--- config.mk ---
export PLATFORM = sky130hd
export DESIGN_NAME = fetch_sequencer
export DESIGN_NICKNAME = d
export VERILOG_FILES = /design/src/rtl/fetch_sequencer.sv
export SDC_FILE = /design/constraint.sdc
export NUM_CORES = 1
export LEC_CHECK = 0
export ABC_AREA = 1
export BUFFER_PORTS_ARGS = -buffer_cell sky130_fd_sc_hd__buf_2
export CAP_MARGIN = 25
export CELL_PAD_IN_SITES_DETAIL_PLACEMENT = 0
export CELL_PAD_IN_SITES_GLOBAL_PLACEMENT = 1
export CORE_MARGIN = 4
export CORE_UTILIZATION = 39
export DETAILED_ROUTE_END_ITERATION = 7
export MAX_ROUTING_LAYER = met4
export PLACE_DENSITY_LB_ADDON = 0.1
export SLEW_MARGIN = 20
export SYNTH_ARGS = -nofsm -noshare
export SYNTH_HDL_FRONTEND = slang
export SYNTH_SLANG_ARGS = --single-unit
--- constraint.sdc ---
create_clock -name clk -period 2.5 [get_ports clk]
set_input_delay 0.125 -clock clk [delete_from_list [all_inputs] [get_ports clk]]
set_output_delay 0.125 -clock clk [all_outputs]
set_load 0.02 [all_outputs]
--- src/rtl/fetch_sequencer.sv ---
// fetch_sequencer: PC/fetch sequencer upstream of branchlogic with call/return stack; ports: clk,rst | mem_addr,mem_data ROM | instr,instr_valid,instr_ready execute | c_flag,z_flag,flags_valid flags | br_addr,br_offset,br_condition,br_result0/c/z branchlogic | pc,halted,stack_err status
module fetch_sequencer #(
  parameter int ADDR_WIDTH  = 9,
  parameter int STACK_DEPTH = 4,
  parameter int RESET_ADDR  = 0
) (
  input  logic                  clk,
  input  logic                  rst,
  output logic [ADDR_WIDTH-1:0] mem_addr,
  input  logic [7:0]            mem_data,
  output logic [7:0]            instr,
  output logic                  instr_valid,
  input  logic                  instr_ready,
  input  logic                  c_flag,
  input  logic                  z_flag,
  input  logic                  flags_valid,
  output logic [ADDR_WIDTH-1:0] br_addr,
  output logic [7:0]            br_offset,
  output logic [1:0]            br_condition,
  input  logic [ADDR_WIDTH-1:0] br_result0,
  input  logic [ADDR_WIDTH-1:0] br_resultc,
  input  logic [ADDR_WIDTH-1:0] br_resultz,
  output logic [ADDR_WIDTH-1:0] pc,
  output logic                  halted,
  output logic                  stack_err
);
  localparam int AW  = ADDR_WIDTH;
  localparam int SPW = $clog2(STACK_DEPTH + 1);
  localparam int IW  = (STACK_DEPTH > 1) ? $clog2(STACK_DEPTH) : 1;
  typedef enum logic [2:0] {FETCH, DECODE, DISPATCH, OFSFETCH, OFSDECODE, RESOLVE, HALT} state_t;
  state_t state_q, state_d;
  logic [AW-1:0]  pc_q, pc_d;
  logic [SPW-1:0] sp_q, sp_d;
  logic [7:0]     instr_q, instr_d, off_q, off_d;
  logic [1:0]     op_q, op_d;
  logic           halted_q, halted_d, err_q, err_d, push;
  logic [AW-1:0]  stack_q [STACK_DEPTH];
  logic [IW-1:0]  rd_idx, wr_idx;
  logic           is_br, is_ret, is_halt, stack_full;
  assign rd_idx     = IW'(sp_q - SPW'(1));
  assign wr_idx     = IW'(sp_q);
  assign is_br      = mem_data[7:2] == 6'b111100;
  assign is_ret     = mem_data[7:4] == 4'hE;
  assign is_halt    = mem_data[7:4] == 4'hD;
  assign stack_full = sp_q == SPW'(STACK_DEPTH);
  always_ff @(posedge clk or posedge rst)
    if (rst) begin
      state_q  <= FETCH;
      pc_q     <= AW'(RESET_ADDR);
      sp_q     <= '0;
      instr_q  <= '0;
      off_q    <= '0;
      op_q     <= '0;
      halted_q <= 1'b0;
      err_q    <= 1'b0;
    end else begin
      state_q  <= state_d;
      pc_q     <= pc_d;
      sp_q     <= sp_d;
      instr_q  <= instr_d;
      off_q    <= off_d;
      op_q     <= op_d;
      halted_q <= halted_d;
      err_q    <= err_d;
    end
  always_ff @(posedge clk or posedge rst)
    if (rst) for (int i = 0; i < STACK_DEPTH; i++) stack_q[i] <= '0;
    else if (push) stack_q[wr_idx] <= pc_q;
  always_comb begin
    state_d  = state_q;
    pc_d     = pc_q;
    sp_d     = sp_q;
    instr_d  = instr_q;
    off_d    = off_q;
    op_d     = op_q;
    halted_d = halted_q;
    err_d    = err_q;
    push     = 1'b0;
    case (state_q)
      FETCH: state_d = DECODE;
      DECODE:
        if (is_br) begin
          pc_d    = pc_q + AW'(1);
          op_d    = mem_data[1:0];
          state_d = OFSFETCH;
        end else if (is_ret) begin
          if (sp_q == '0) begin
            err_d    = 1'b1;
            halted_d = 1'b1;
            state_d  = HALT;
          end else begin
            pc_d    = stack_q[rd_idx];
            sp_d    = sp_q - SPW'(1);
            state_d = FETCH;
          end
        end else if (is_halt) begin
          halted_d = 1'b1;
          state_d  = HALT;
        end else begin
          instr_d = mem_data;
          state_d = DISPATCH;
        end
      DISPATCH:
        if (instr_ready) begin
          pc_d    = pc_q + AW'(1);
          state_d = FETCH;
        end
      OFSFETCH: state_d = OFSDECODE;
      OFSDECODE: begin
        off_d   = mem_data;
        pc_d    = pc_q + AW'(1);
        state_d = RESOLVE;
      end
      RESOLVE:
        if (flags_valid) begin
          if (op_q == 2'd3 && stack_full) begin
            err_d    = 1'b1;
            halted_d = 1'b1;
            state_d  = HALT;
          end else begin
            pc_d    = op_q == 2'd1 ? br_resultc : op_q == 2'd2 ? br_resultz : br_result0;
            push    = op_q == 2'd3;
            sp_d    = push ? sp_q + SPW'(1) : sp_q;
            state_d = FETCH;
          end
        end
      HALT: state_d = HALT;
      default: state_d = FETCH;
    endcase
  end
  always_comb begin
    mem_addr     = pc_q;
    pc           = pc_q;
    instr        = instr_q;
    instr_valid  = state_q == DISPATCH;
    br_addr      = pc_q;
    br_offset    = off_q;
    br_condition = {c_flag, z_flag};
    halted       = halted_q;
    stack_err    = err_q;
  end
endmodule

==> flow_results.xml <==
<?xml version="1.0" encoding="UTF-8"?>
<metrics>
  <group name="cts">
    <metric name="clockBufferDepth" unit="">2</metric>
    <metric name="cts_inserted_buffers" unit="">9</metric>
    <metric name="htreeDepth" unit="">3</metric>
    <metric name="cts_setup_buffers" unit="">0</metric>
    <metric name="ctsRootBufferMaster" unit="">sky130_fd_sc_hd__clkbuf_8</metric>
    <metric name="clkTransAtPathRegs" unit="ns">0.07</metric>
    <metric name="insertion_delay_to_the_later_sink_of_the_worst_skew_pair" unit="ns">0.35</metric>
    <metric name="cts_hold_buffers" unit="">1</metric>
    <metric name="tritoncts" unit="">yes</metric>
    <metric name="clock_sink_count" unit="">71</metric>
    <metric name="post_cts_resize_count" unit="">0</metric>
  </group>
  <group name="synthesis">
    <metric name="yosysSeqAreaShare" unit="">0.417</metric>
    <metric name="async_flop_share" unit="">1.00</metric>
    <metric name="synth_nets" unit="">648</metric>
    <metric name="number_of_enable_type_register_cells_in_the_synthesized_netlist" unit="">0</metric>
    <metric name="netlist-cell-type-count" unit="">32</metric>
    <metric name="yosys_register_bits" unit="">71</metric>
    <metric name="syn_area" unit="um^2">4260</metric>
    <metric name="yosys_warnings" unit="">0</metric>
    <metric name="syn-mean-instance-area" unit="um^2">7.09</metric>
    <metric name="synth_cells" unit="">601</metric>
    <metric name="synth_top_flop_cell" unit="">sky130_fd_sc_hd__dfrtp_1</metric>
  </group>
  <group name="worst_setup_path">
    <metric name="crit_path_end_kind" unit="">flop</metric>
    <metric name="worstSetupPathType" unit="">flop to flop</metric>
    <metric name="timing.critical_path.required" unit="ns">2.79</metric>
    <metric name="worst_r2r_endpoint" unit="">br_addr[0]</metric>
    <metric name="reg2reg_depth" unit="">7</metric>
    <metric name="r2r-start" unit="">state_q[1]</metric>
    <metric name="r2r_setup_slack" unit="ns">0.58</metric>
    <metric name="cp.arrival" unit="ns">2.21</metric>
    <metric name="timing.critical_path.fanout_max" unit="">14</metric>
    <metric name="startpoint_type" unit="">flop</metric>
  </group>
  <group name="power">
    <metric name="total_leakage_power" unit="nW">2.63</metric>
    <metric name="power.density_cell_area" unit="nW/um^2">1050</metric>
    <metric name="vdd.ir_drop.worst" unit="mV">0.551</metric>
  </group>
  <group name="floorplanning">
    <metric name="die_area" unit="um^2">12700</metric>
    <metric name="io-pin-count" unit="">89</metric>
    <metric name="height_of_the_chip" unit="um">113</metric>
    <metric name="initial_core_util" unit="">0.406</metric>
    <metric name="die_w" unit="um">113</metric>
    <metric name="design.core.area" unit="um^2">10500</metric>
    <metric name="fp-row-count" unit="">37</metric>
  </group>
  <group name="layout">
    <metric name="layout.nets" unit="">713</metric>
    <metric name="post-route-util" unit="">0.466</metric>
    <metric name="fin_area" unit="um^2">4890</metric>
    <metric name="fraction_of_layout_cells_with_a_size_suffix_above_1" unit="">0.206</metric>
    <metric name="insertedDiodeCount" unit="">0</metric>
    <metric name="area_growth" unit="%">14.7</metric>
    <metric name="final_common_cell" unit="">sky130_fd_sc_hd__nand2_1</metric>
    <metric name="fillerInstances" unit="">1095</metric>
    <metric name="most-common-layout-cells" unit="">sky130_fd_sc_hd__nand2_1, sky130_fd_sc_hd__buf_2, sky130_fd_sc_hd__dfrtp_1, sky130_fd_sc_hd__nand3_1, sky130_fd_sc_hd__nor2_1</metric>
  </group>
  <group name="placement">
    <metric name="numPortBuffers" unit="">84</metric>
    <metric name="dpl.hpwl" unit="um">8300</metric>
    <metric name="routabilityCongestion" unit="">0.813</metric>
    <metric name="placed_cell_area" unit="um^2">4650</metric>
    <metric name="pre_cts_slack" unit="ns">0.563</metric>
  </group>
  <group name="sta">
    <metric name="setup-violations-final" unit="">0</metric>
    <metric name="setup_slack" unit="ns">0.580</metric>
    <metric name="worst-slew-pin-transition" unit="ns">0.696</metric>
    <metric name="setup_tns" unit="ns">0</metric>
    <metric name="hold_slack" unit="ns">0.0195</metric>
    <metric name="max_freq" unit="GHz">0.521</metric>
    <metric name="hold_viol_final" unit="">0</metric>
    <metric name="drv_slew" unit="">0</metric>
    <metric name="finClkSkew" unit="ns">0.00969</metric>
    <metric name="grt_setup_unrepaired" unit="">no</metric>
    <metric name="post-route-min-period" unit="ns">1.92</metric>
    <metric name="min_period_over_period" unit="">0.768</metric>
    <metric name="slew_headroom" unit="">0.535</metric>
  </group>
  <group name="drt">
    <metric name="avgRoutedWirePerCell" unit="um">13.9</metric>
    <metric name="detail_route.drc_violations" unit="">0</metric>
    <metric name="route.vias.total" unit="">3815</metric>
    <metric name="route.detailed.vias_per_inst" unit="">4.73</metric>
    <metric name="drt-pass1-iter-count" unit="">5</metric>
    <metric name="antenna_violating_nets_post_route" unit="">0</metric>
    <metric name="first_iter_violations" unit="">182</metric>
    <metric name="route.final.wire_length" unit="um">11200</metric>
  </group>
  <group name="hold_path">
    <metric name="min_path_cells" unit="">3</metric>
    <metric name="worst_hold_path_type" unit="">input pin to flop</metric>
    <metric name="min_from" unit="">mem_data[2]</metric>
    <metric name="holdPathEnd" unit="">instr[2]</metric>
  </group>
  <group name="status">
    <metric name="outcome" unit="">finished, final reports clean</metric>
  </group>
  <group name="global_routing">
    <metric name="grt.total_usage" unit="">0.189</metric>
    <metric name="grt_pass1_wl" unit="um">18900</metric>
    <metric name="antenna_found_initial" unit="">0</metric>
    <metric name="gr-total-overflow" unit="">0</metric>
    <metric name="first_global_vias" unit="">3749</metric>
    <metric name="largest_net_degree_at_the_start_of_global_routing" unit="">42</metric>
  </group>
  <group name="flow_run">
    <metric name="max_cap_viol_count" unit="">0</metric>
  </group>
</metrics>
[routing by layer]
metal | global-route usage | up-vias | wire [um]
met3 | 0.0307 | 8 | 413
li1 | - | 2003 | -
met1 | 0.264 | 1729 | 5790
met5 | - | - | 0
met2 | 0.290 | 75 | 4900
met4 | 0.0433 | 0 | 87
[final cells by class]
type	count	area, um^2	area share
clock buffers	12	155	0.0317
flip-flops and latches	71	1780	0.363
well taps	136	170	0.0348
multi-input cells	448	2060	0.420
repair buffers	91	488	0.0997
inverters	45	169	0.0345
clock inverters	4	76.3	0.0156
[logic make-up after synthesis]
group | Yosys count | synth area share
XOR/XNOR | 3 | 0.00616
buffers and inverters | 82 | 0.101
flip-flops | 71 | 0.417
AO/OA/AOI/OAI | 62 | 0.0798
AND/OR/NAND/NOR | 373 | 0.368
multiplexers | 4 | 0.0106
adder cells (fa/ha/maj) | 6 | 0.0176
[critical path, cell delays in order, from the launching register on]
cell and delay, ns:
sky130_fd_sc_hd__dfrtp_1 0.45, sky130_fd_sc_hd__nor2_1 0.16, sky130_fd_sc_hd__nand2_2 0.19, sky130_fd_sc_hd__nand2_1 0.39
sky130_fd_sc_hd__o21ai_0 0.16, sky130_fd_sc_hd__nor2_2 0.33, sky130_fd_sc_hd__nand2_1 0.10, sky130_fd_sc_hd__nand2_1 0.07
[flip-flops by register name (all words and copies together), names as in the netlist]
| signal | flops |
|---|---|
| stack_err | 1 |
| op_q | 2 |
| br_addr | 9 |
| stack_q | 36 |
| state_q | 3 |
| sp_q | 3 |
| br_offset | 8 |
| instr | 8 |
| halted | 1 |
[worst max-delay path by stage]
stage | from | cells past startpoint | to
2_1_floorplan | rst | 1 | br_addr[0]
3_3_place_gp | state_q[1] | 7 | br_addr[7]
3_5_place_dp | state_q[1] | 7 | br_addr[0]
4_1_cts | state_q[1] | 7 | br_addr[0]
5_1_grt | state_q[1] | 7 | br_addr[0]
6_report | state_q[1] | 7 | br_addr[0]
[metrics by stage]
stage,power [mW],std cells
finish,5.11,807
global route,5.53,807
CTS,5.19,807
detailed placement,4.10,790
global placement,4.08,790
floorplan,3.47,601
[where the power goes]
group,internal (mW),switching [mW],leakage (nW)
combinational,0.709,1.68,1.58
clock,0.621,0.447,0.113
sequential,1.40,0.258,0.937
total,2.73,2.39,2.63
[cells in the mapped netlist (3+ instances only)]
| master | n | area share |
|---|---|---|
| sky130_fd_sc_hd__nand2_1 | 253 | 0.22 |
| sky130_fd_sc_hd__dfrtp_1 | 71 | 0.42 |
| sky130_fd_sc_hd__nand3_1 | 54 | 0.063 |
| sky130_fd_sc_hd__nor2_1 | 44 | 0.039 |
| sky130_fd_sc_hd__inv_1 | 40 | 0.035 |
| sky130_fd_sc_hd__o21ai_0 | 26 | 0.031 |
| sky130_fd_sc_hd__o21ai_1 | 21 | 0.025 |
| sky130_fd_sc_hd__buf_4 | 20 | 0.035 |
| sky130_fd_sc_hd__buf_2 | 7 | 0.0082 |
| sky130_fd_sc_hd__nand2_2 | 7 | 0.010 |
| sky130_fd_sc_hd__a21oi_1 | 6 | 0.0070 |
| sky130_fd_sc_hd__ha_1 | 6 | 0.018 |
| sky130_fd_sc_hd__o21ai_2 | 6 | 0.012 |
| sky130_fd_sc_hd__buf_6 | 5 | 0.013 |
| sky130_fd_sc_hd__clkbuf_1 | 4 | 0.0035 |
| sky130_fd_sc_hd__mux2_2 | 4 | 0.011 |
| sky130_fd_sc_hd__nor2_4 | 4 | 0.011 |
| sky130_fd_sc_hd__inv_2 | 3 | 0.0026 |
| sky130_fd_sc_hd__nor2_2 | 3 | 0.0044 |
Power figures use the tool's default switching activity.
